### config.mk
export PLATFORM = sky130hd
export DESIGN_NAME = axis_operand_splitter_flat
export DESIGN_NICKNAME = d
export VERILOG_FILES = /design/src/rtl/axis_operand_splitter_pkg.sv /design/src/rtl/axis_operand_splitter_if.sv /design/src/rtl/axis_lane_fifo.sv /design/src/rtl/axis_operand_splitter.sv /design/src/flat_wrapper.sv
export SDC_FILE = /design/constraint.sdc
export NUM_CORES = 1
export LEC_CHECK = 0
export ABC_AREA = 1
export CAP_MARGIN = 20
export CORE_MARGIN = 5
export CORE_UTILIZATION = 40
export DETAILED_ROUTE_END_ITERATION = 10
export GPL_TIMING_DRIVEN = 0
export HOLD_SLACK_MARGIN = 0.08
export REMOVE_ABC_BUFFERS = 1
export SLEW_MARGIN = 0
export SYNTH_ARGS = -nofsm -noshare
export SYNTH_HDL_FRONTEND = slang
export SYNTH_SLANG_ARGS = --single-unit
### constraint.sdc
create_clock -name clk -period 4 [get_ports clk]
set_input_delay 0.6 -clock clk [delete_from_list [all_inputs] [get_ports clk]]
set_output_delay 0.6 -clock clk [all_outputs]
set_load 0.01 [all_outputs]
### src/rtl/axis_operand_splitter_pkg.sv
// Shared constants for the operand splitter and its sibling adder-side benches.
package axis_operand_splitter_pkg;

  localparam int unsigned DefaultW     = 8;
  localparam int unsigned DefaultDepth = 2;

endpackage

### src/rtl/axis_operand_splitter_if.sv
// Stream bundle for the splitter: one 2*W-bit slave input, two W-bit master outputs.
interface axis_operand_splitter_if
  import axis_operand_splitter_pkg::*;
#(
  parameter int unsigned W = DefaultW
);

  logic [2*W-1:0] s_axis_data;
  logic           s_axis_valid;
  logic           s_axis_ready;
  logic [W-1:0]   m_axis_data1;
  logic           m_axis_valid1;
  logic           m_axis_ready1;
  logic [W-1:0]   m_axis_data2;
  logic           m_axis_valid2;
  logic           m_axis_ready2;

  // Environment view: produces input words, consumes both lanes.
  modport master (
    output s_axis_data, s_axis_valid, m_axis_ready1, m_axis_ready2,
    input  s_axis_ready, m_axis_data1, m_axis_valid1, m_axis_data2, m_axis_valid2
  );

  // Splitter view.
  modport slave (
    input  s_axis_data, s_axis_valid, m_axis_ready1, m_axis_ready2,
    output s_axis_ready, m_axis_data1, m_axis_valid1, m_axis_data2, m_axis_valid2
  );

endinterface

### src/rtl/axis_lane_fifo.sv
// Per-lane synchronous FIFO; full/empty come from the occupancy count, not pointer compare.
module axis_lane_fifo
  import axis_operand_splitter_pkg::*;
#(
  parameter int unsigned W     = DefaultW,
  parameter int unsigned DEPTH = DefaultDepth
) (
  input  logic                         clk,
  input  logic                         rst,
  input  logic                         push,
  input  logic [W-1:0]                 wdata,
  input  logic                         pop,
  output logic [W-1:0]                 rdata,
  output logic [$clog2(DEPTH+1)-1:0]   count,
  output logic                         full,
  output logic                         empty
);

  localparam int unsigned PtrW = $clog2(DEPTH);
  localparam int unsigned CntW = $clog2(DEPTH+1);

  logic [W-1:0]    mem_q [DEPTH];
  logic [PtrW-1:0] wr_ptr_q, rd_ptr_q;
  logic [CntW-1:0] count_q, count_d;
  logic            do_push, do_pop;

  assign full    = (count_q == CntW'(DEPTH));
  assign empty   = (count_q == '0);
  assign do_push = push && !full;
  assign do_pop  = pop && !empty;
  assign count   = count_q;
  assign rdata   = mem_q[rd_ptr_q];

  always_comb begin
    count_d = count_q;
    unique case ({do_push, do_pop})
      2'b10:   count_d = count_q + CntW'(1);
      2'b01:   count_d = count_q - CntW'(1);
      default: count_d = count_q;
    endcase
  end

  // Storage is cleared too so the lane presents zero data straight out of reset.
  always_ff @(posedge clk or posedge rst) begin
    if (rst) begin
      wr_ptr_q <= '0;
      rd_ptr_q <= '0;
      count_q  <= '0;
      for (int i = 0; i < int'(DEPTH); i++) mem_q[i] <= '0;
    end else begin
      if (do_push) begin
        mem_q[wr_ptr_q] <= wdata;
        wr_ptr_q        <= wr_ptr_q + PtrW'(1);
      end
      if (do_pop) rd_ptr_q <= rd_ptr_q + PtrW'(1);
      count_q <= count_d;
    end
  end

endmodule

### src/rtl/axis_operand_splitter.sv
// AXI-Stream fork: splits a packed operand pair into two independently stalled lanes.
module axis_operand_splitter
  import axis_operand_splitter_pkg::*;
#(
  parameter int unsigned W     = DefaultW,
  parameter int unsigned DEPTH = DefaultDepth
) (
  input logic                    clk,
  input logic                    rst,
  axis_operand_splitter_if.slave bus
);

  localparam int unsigned CntW = $clog2(DEPTH+1);

  logic            push, pop1, pop2;
  logic            full1, full2, empty1, empty2;
  logic [CntW-1:0] count1, count2;
  logic            unused_count;

  // Ready looks only at registered occupancy, so a same-cycle pop earns no credit.
  assign bus.s_axis_ready  = !full1 && !full2;
  assign push              = bus.s_axis_valid && bus.s_axis_ready;
  assign bus.m_axis_valid1 = !empty1;
  assign bus.m_axis_valid2 = !empty2;
  assign pop1              = bus.m_axis_valid1 && bus.m_axis_ready1;
  assign pop2              = bus.m_axis_valid2 && bus.m_axis_ready2;
  assign unused_count      = ^{count1, count2};

  axis_lane_fifo #(
    .W     (W),
    .DEPTH (DEPTH)
  ) u_lane1 (
    .clk   (clk),
    .rst   (rst),
    .push  (push),
    .wdata (bus.s_axis_data[W-1:0]),
    .pop   (pop1),
    .rdata (bus.m_axis_data1),
    .count (count1),
    .full  (full1),
    .empty (empty1)
  );

  axis_lane_fifo #(
    .W     (W),
    .DEPTH (DEPTH)
  ) u_lane2 (
    .clk   (clk),
    .rst   (rst),
    .push  (push),
    .wdata (bus.s_axis_data[2*W-1:W]),
    .pop   (pop2),
    .rdata (bus.m_axis_data2),
    .count (count2),
    .full  (full2),
    .empty (empty2)
  );

endmodule

### src/flat_wrapper.sv
// flat-port wrapper written by rule: the top's interface ports become plain ports
module axis_operand_splitter_flat import axis_operand_splitter_pkg::*;
#(
  parameter int unsigned W     = DefaultW,
  parameter int unsigned DEPTH = DefaultDepth
)
  (clk, rst, bus_s_axis_data, bus_s_axis_valid, bus_m_axis_ready1, bus_m_axis_ready2, bus_s_axis_ready, bus_m_axis_data1, bus_m_axis_valid1, bus_m_axis_data2, bus_m_axis_valid2);
  axis_operand_splitter_if #(.W(W)) bus_i ();
  input logic clk;
  input logic rst;
  input wire logic [$bits(bus_i.s_axis_data)-1:0] bus_s_axis_data;
  input wire logic [$bits(bus_i.s_axis_valid)-1:0] bus_s_axis_valid;
  input wire logic [$bits(bus_i.m_axis_ready1)-1:0] bus_m_axis_ready1;
  input wire logic [$bits(bus_i.m_axis_ready2)-1:0] bus_m_axis_ready2;
  output wire logic [$bits(bus_i.s_axis_ready)-1:0] bus_s_axis_ready;
  output wire logic [$bits(bus_i.m_axis_data1)-1:0] bus_m_axis_data1;
  output wire logic [$bits(bus_i.m_axis_valid1)-1:0] bus_m_axis_valid1;
  output wire logic [$bits(bus_i.m_axis_data2)-1:0] bus_m_axis_data2;
  output wire logic [$bits(bus_i.m_axis_valid2)-1:0] bus_m_axis_valid2;
  assign bus_i.s_axis_data = bus_s_axis_data;
  assign bus_i.s_axis_valid = bus_s_axis_valid;
  assign bus_i.m_axis_ready1 = bus_m_axis_ready1;
  assign bus_i.m_axis_ready2 = bus_m_axis_ready2;
  assign bus_s_axis_ready = bus_i.s_axis_ready;
  assign bus_m_axis_data1 = bus_i.m_axis_data1;
  assign bus_m_axis_valid1 = bus_i.m_axis_valid1;
  assign bus_m_axis_data2 = bus_i.m_axis_data2;
  assign bus_m_axis_valid2 = bus_i.m_axis_valid2;
  axis_operand_splitter #(.W(W), .DEPTH(DEPTH)) u_core (.clk(clk), .rst(rst), .bus(bus_i));
endmodule
==> results.json, run 1 <==
{
  "critical_path.max_stage_delay_ps": 530,
  "cp_max_fo": 9,
  "finClkSkew_ps": 7.43,
  "worstSetupPathType": "reg2out",
  "first_global_vias": 1565,
  "synth_area_mm2": 0.00196,
  "met1_usage": 0.202,
  "via_per_inst": 4.66,
  "fp.coreArea_mm2": 0.00475,
  "crit_family": "buffers and inverters",
  "die-area_mm2": 0.00640,
  "cts_buffers": 5,
  "fin_crit_sh": 0.628,
  "synth_warnings": 0,
  "clk_latency_ps": 290,
  "crit_arrival_ps": 1910,
  "layout.nets": 302,
  "cp_common_cell": "nand2_1",
  "syn_avg_cell_area_um2": 8.16,
  "status": "finished clean",
  "power_density_mw_per_mm2": 835,
  "max-slew-margin-rel": 0.444,
  "cts.sinks": 40,
  "post_cts_buffers": 0,
  "cts_resized": 0,
  "worst_pin_slew_ps": 832,
  "clock.fmax_mhz": 398,
  "dp_hpwl_mm": 2.92,
  "drtIter0Drc": 109,
  "final-setup-viol-count": 0,
  "vdd_drop_max_mv": 0.379,
  "final_antenna_net_count": 0,
  "antenna_found_initial": 0,
  "finalHoldViolCount": 0,
  "vias": 1618,
  "worstPathCellList": "clkinv_1, nand2_1, nand2_1, clkdlybuf4s50_1",
  "cp_slowest_cell": "dfrtp_1",
  "first_pass_iters": 4,
  "grt_use_met2": 0.231,
  "mostFrequentLayoutCells": "nand2_1 (124), dfrtp_1 (40), clkdlybuf4s50_1 (39)",
  "finalPower_w": 0.00205,
  "start_util": 0.412,
  "grt_max_degree": 41,
  "drv_slew": 0,
  "layout_commonest_cell": "nand2_1",
  "startpoint_type": "flip-flop",
  "cts_tree": "built",
  "grt_pass1_wl_mm": 7.31,
  "gp_congestion": 0.747,
  "busiest_layer": "met2",
  "end_kind": "output pin",
  "synth_cell_types": 15,
  "worstPathRequired_ps": 3400,
  "grt-ovfl-total": 0,
  "postLayoutCoreUtil": 0.516,
  "drcViolationCount": 0,
  "rsz0062_at_grt": "no",
  "io_pins": 40,
  "grt_use_met3": 0.0395,
  "wl_per_cell_um": 12.7,
  "hold_class": "reg2reg",
  "ys_ff_latch": 40,
  "num_rows": 25,
  "p_leak_nw": 1.30,
  "design_area_mm2": 0.00245,
  "cts-root-buf": "clkbuf_8",
  "dpl-instance-area_mm2": 0.00236,
  "max-cap-violations": 0,
  "ys_seq_area_frac": 0.511,
  "grt.total_usage": 0.150,
  "cts_buffer_depth": 2,
  "area.growth.synth_to_final_pct": 25.2,
  "cp_num_buf_inv": 2,
  "cts_hold_buf": 0,
  "numPortBuffers": 39,
  "die_w_um": 80.0,
  "fp.dieH_um": 80.0,
  "layout_min_cycle_time_ps": 2510,
  "h-tree-depth": 2,
  "wl_mm": 4.41,
  "syn_inst": 240,
  "drive_gt1_frac": 0.0714,
  "diodes": 0,
  "path_clk_slew_ps": 70,
  "fin_tns_setup_ps": 0
}
-- cells by family after synthesis --
logic type,count (synthesis),synth area share
and+or+nand+nor,166,0.377
DFF,40,0.511
buffers and inverters,26,0.0722
xor gates and xnor gates,6,0.0268
adders and majority gates,2,0.0128
-- sequential cells by signal, indices dropped and copies added, names as in the netlist --
register	count
u_core.u_lane1.mem_q	16
u_core.u_lane2.mem_q	16
u_core.u_lane1.count	2
u_core.u_lane2.count	2
u_core.u_lane1.rd_ptr_q	1
u_core.u_lane1.wr_ptr_q	1
u_core.u_lane2.rd_ptr_q	1
u_core.u_lane2.wr_ptr_q	1
-- cell type report --
cell class / count / area, µm²
timing repair buffer: 39 / 390
fill: 481 / 2300
multi-input combinational: 174 / 817
tap: 67 / 83.8
sequential: 40 / 1000
clock buffer: 8 / 90.1
inverter: 19 / 71.3
-- final timing paths --
check / to / depth (start not counted) / slack (ps) / from
min in group asynchronous: u_core.u_lane2.mem_q[9] / 2 / 790 / rst
worst max-delay path: bus_m_axis_data1[0] / 4 / 1490 / u_core.u_lane1.rd_ptr_q
max in group asynchronous: u_core.u_lane2.wr_ptr_q / 2 / 2680 / rst
worst max register to register: u_core.u_lane2.count[1] / 9 / 2120 / u_core.u_lane1.count[0]
worst min-delay path: u_core.u_lane2.mem_q[5] / 2 / 480 / u_core.u_lane2.mem_q[5]
worst min register to register: u_core.u_lane2.mem_q[5] / 2 / 480 / u_core.u_lane2.mem_q[5]
-- through the flow --
step	cells	worst slack, ps	hold WS [ps]
after floorplan	233	2310	449
after global placement	339	1410	462
after detailed placement	339	1400	465
after CTS	347	1480	485
after global routing	347	1370	495
final	347	1490	483
-- synthesized netlist by cell type --
| library cell | n | area share |
|---|---|---|
| buf_2 | 2 | 0.0051 |
| buf_4 | 2 | 0.0077 |
| xor2_1 | 4 | 0.018 |
| ha_1 | 2 | 0.013 |
| clkinv_1 | 4 | 0.0077 |
| nand3_1 | 34 | 0.087 |
| inv_1 | 10 | 0.019 |
| buf_8 | 3 | 0.023 |
| xnor2_1 | 2 | 0.0089 |
| nand2_1 | 124 | 0.24 |
| dfrtp_1 | 40 | 0.51 |
| nand2_4 | 3 | 0.017 |
| nand4_2 | 4 | 0.026 |
| inv_2 | 5 | 0.0096 |
| nor2_8 | 1 | 0.010 |
-- report_power, final --
part           switching [W]  internal (W)  total [W]
Sequential          0.000166      0.000600   0.000766
Combinational       0.000549      0.000456    0.00100
Clock               0.000137      0.000141   0.000278
-- layer usage --
layer	routed length [µm]	up-vias
met5	0	-
met4	74	0
met3	198	6
met2	2000	36
met1	2140	751
li1	-	825
-- worst min-delay path, stage by stage (launching register included) --
cell and delay [ps]:
dfrtp_1 340, nand2_1 50, nand2_1 50
Note: power is estimated with default switching activity, not from simulation.
==> run 2: changes to the inputs <==
PLACE_DENSITY = 0.67   (was not set)
clock period = 2.23 ns   (was 4 ns; I/O delays follow)
==> results.json, run 2 (synthesized netlist as in run 1, its figures left out) <==
{
  "cp.depth": 4,
  "cp_slowest_cell": "dfrtp_1",
  "cp_max_fo": 9,
  "end_kind": "output pin",
  "io_pins": 40,
  "final-setup-viol-count": 0,
  "fin_ws_ps": 190,
  "vias": 1604,
  "finalHoldViolCount": 0,
  "p_sw_w": 0.00150,
  "cp_num_buf_inv": 2,
  "grt.total_usage": 0.141,
  "fin_tns_setup_ps": 0,
  "drive_gt1_frac": 0.0821,
  "dp_hpwl_mm": 2.86,
  "die-area_mm2": 0.00640,
  "power_density_mw_per_mm2": 1480,
  "cts_buffers": 5,
  "layout_commonest_cell": "nand2_1",
  "wl_per_cell_um": 12.1,
  "cts_buffer_depth": 2,
  "vdd_drop_max_mv": 1.21,
  "pre_cts_slack_ps": -95.7,
  "hold_class": "reg2reg",
  "combPwrFrac": 0.490,
  "clockPowerShare": 0.131,
  "reg_top3": "u_core.u_lane1.mem_q (16), u_core.u_lane2.mem_q (16)",
  "min_path_cells": 2,
  "fp.coreArea_mm2": 0.00475,
  "cts.sinks": 40,
  "diodes": 0,
  "finalPower_w": 0.00365,
  "grt_pass1_wl_mm": 7.15,
  "first_pass_iters": 4,
  "grt-ovfl-total": 0,
  "clock.fmax_mhz": 490,
  "drv_slew": 0,
  "critical_path.max_stage_delay_ps": 540,
  "h-tree-depth": 2,
  "gp_congestion": 0.743,
  "max-cap-violations": 0,
  "worstPathCellList": "clkinv_2, nand2_1, nand2_1, clkdlybuf4s50_1",
  "final_antenna_net_count": 0,
  "crit_arrival_ps": 1710,
  "internal_power_w": 0.00215,
  "path_clk_slew_ps": 70,
  "status": "finished clean",
  "cts_hold_buf": 0,
  "max-slew-margin-rel": 0.459,
  "crit_family": "buffers and inverters",
  "mostFrequentLayoutCells": "nand2_1 (124), clkdlybuf4s50_1 (39), dfrtp_1 (39)",
  "cts_tree": "built",
  "grt_max_degree": 41,
  "rr_startpoint": "u_core.u_lane1.count[0]",
  "p_seq_frac": 0.378,
  "fp.dieH_um": 80.0,
  "switching_share": 0.411,
  "r2r_slack_ps": 370,
  "hold_ws_ps": 483,
  "fin_crit_sh": 0.915,
  "finClkSkew_ps": 3.94,
  "first_global_vias": 1572,
  "reg2reg_to": "u_core.u_lane2.count[1]",
  "drcViolationCount": 0,
  "area.growth.synth_to_final_pct": 25.5,
  "start_util": 0.412,
  "holdPathEnd": "u_core.u_lane1.mem_q[10]",
  "worstPathRequired_ps": 1900,
  "hold_start": "u_core.u_lane1.mem_q[10]",
  "num_rows": 25,
  "layout_min_cycle_time_ps": 2040,
  "reg2reg_depth": 9,
  "worstSetupPathType": "reg2out",
  "via_per_inst": 4.62,
  "p_leak_nw": 1.30,
  "rsz0062_at_grt": "no",
  "die_w_um": 80.0,
  "antenna_found_initial": 0,
  "layout.nets": 302,
  "worst_pin_slew_ps": 810,
  "clk_latency_ps": 270,
  "numPortBuffers": 39,
  "startpoint_type": "flip-flop",
  "cts-root-buf": "clkbuf_8",
  "cp_common_cell": "nand2_1",
  "drtIter0Drc": 99,
  "wl_mm": 4.21
}
run 2: changes by cell type in the layout (fill, tap and decap cells not counted):
cell,before,now
clkinv_1,4,2
clkinv_2,0,1
clkinvlp_4,0,1
dfrtp_1,40,39
dfrtp_2,0,1
run 2: repair_timing:
item                       CTS  global route
setup endpoints to repair    2             8
setup buffers                0             0
gates cloned                 0             0
resized for setup            1             2
run 2: power by group through the flow:
stage | combinational, W | sequential (W) | clock (W)
after floorplan | 0.00111 | 0.00130 | 0
after global placement | 0.00178 | 0.00137 | 0
after detailed placement | 0.00181 | 0.00138 | 0
after CTS | 0.00182 | 0.00137 | 0.000495
after global routing | 0.00203 | 0.00143 | 0.000525
final | 0.00179 | 0.00138 | 0.000479
run 2: per-stage QoR:
step,instances,instance area [µm²],utilization
detailed placement,339,2360,0.497
floorplan,233,1890,-
global placement,339,2360,0.497
CTS,347,2450,0.516
global route,347,2460,0.517
finish,347,2460,0.517
run 2: worst max path at each step:
stage	from	end	slack, ps
2_1_floorplan	u_core.u_lane1.count[0]	u_core.u_lane2.count[1]	600
3_3_place_gp	bus_s_axis_valid	u_core.u_lane2.count[1]	-80
3_5_place_dp	bus_s_axis_valid	u_core.u_lane2.count[1]	-100
4_1_cts	u_core.u_lane2.rd_ptr_q	bus_m_axis_data2[7]	0.06
5_1_grt	u_core.u_lane1.rd_ptr_q	bus_m_axis_data1[1]	40
6_report	u_core.u_lane1.rd_ptr_q	bus_m_axis_data1[1]	190
run 2: final cells by class:
class | count | area (µm²)
inverter | 19 | 76.3
sequential | 40 | 1000
multi-input combinational | 174 | 817
clock buffer | 8 | 90.1
tap | 67 | 83.8
timing repair buffer | 39 | 390
fill | 494 | 2290
run 2: routing by layer:
metal,vias up,part of all wire,GRT usage
met5,-,0,0
met4,0,0.0086,0.0372
met3,2,0.027,0.0305
met2,29,0.47,0.218
met1,751,0.49,0.199
li1,822,-,-
run 2: worst reg2reg max path, stage by stage (launching register included):
cell and delay (ps):
dfrtp_1 400, inv_2 80, nand2_4 110, nand2_4 80, nor2_8 360, inv_2 100, ha_1 320, inv_1 60
nand3_1 90, xor2_1 150
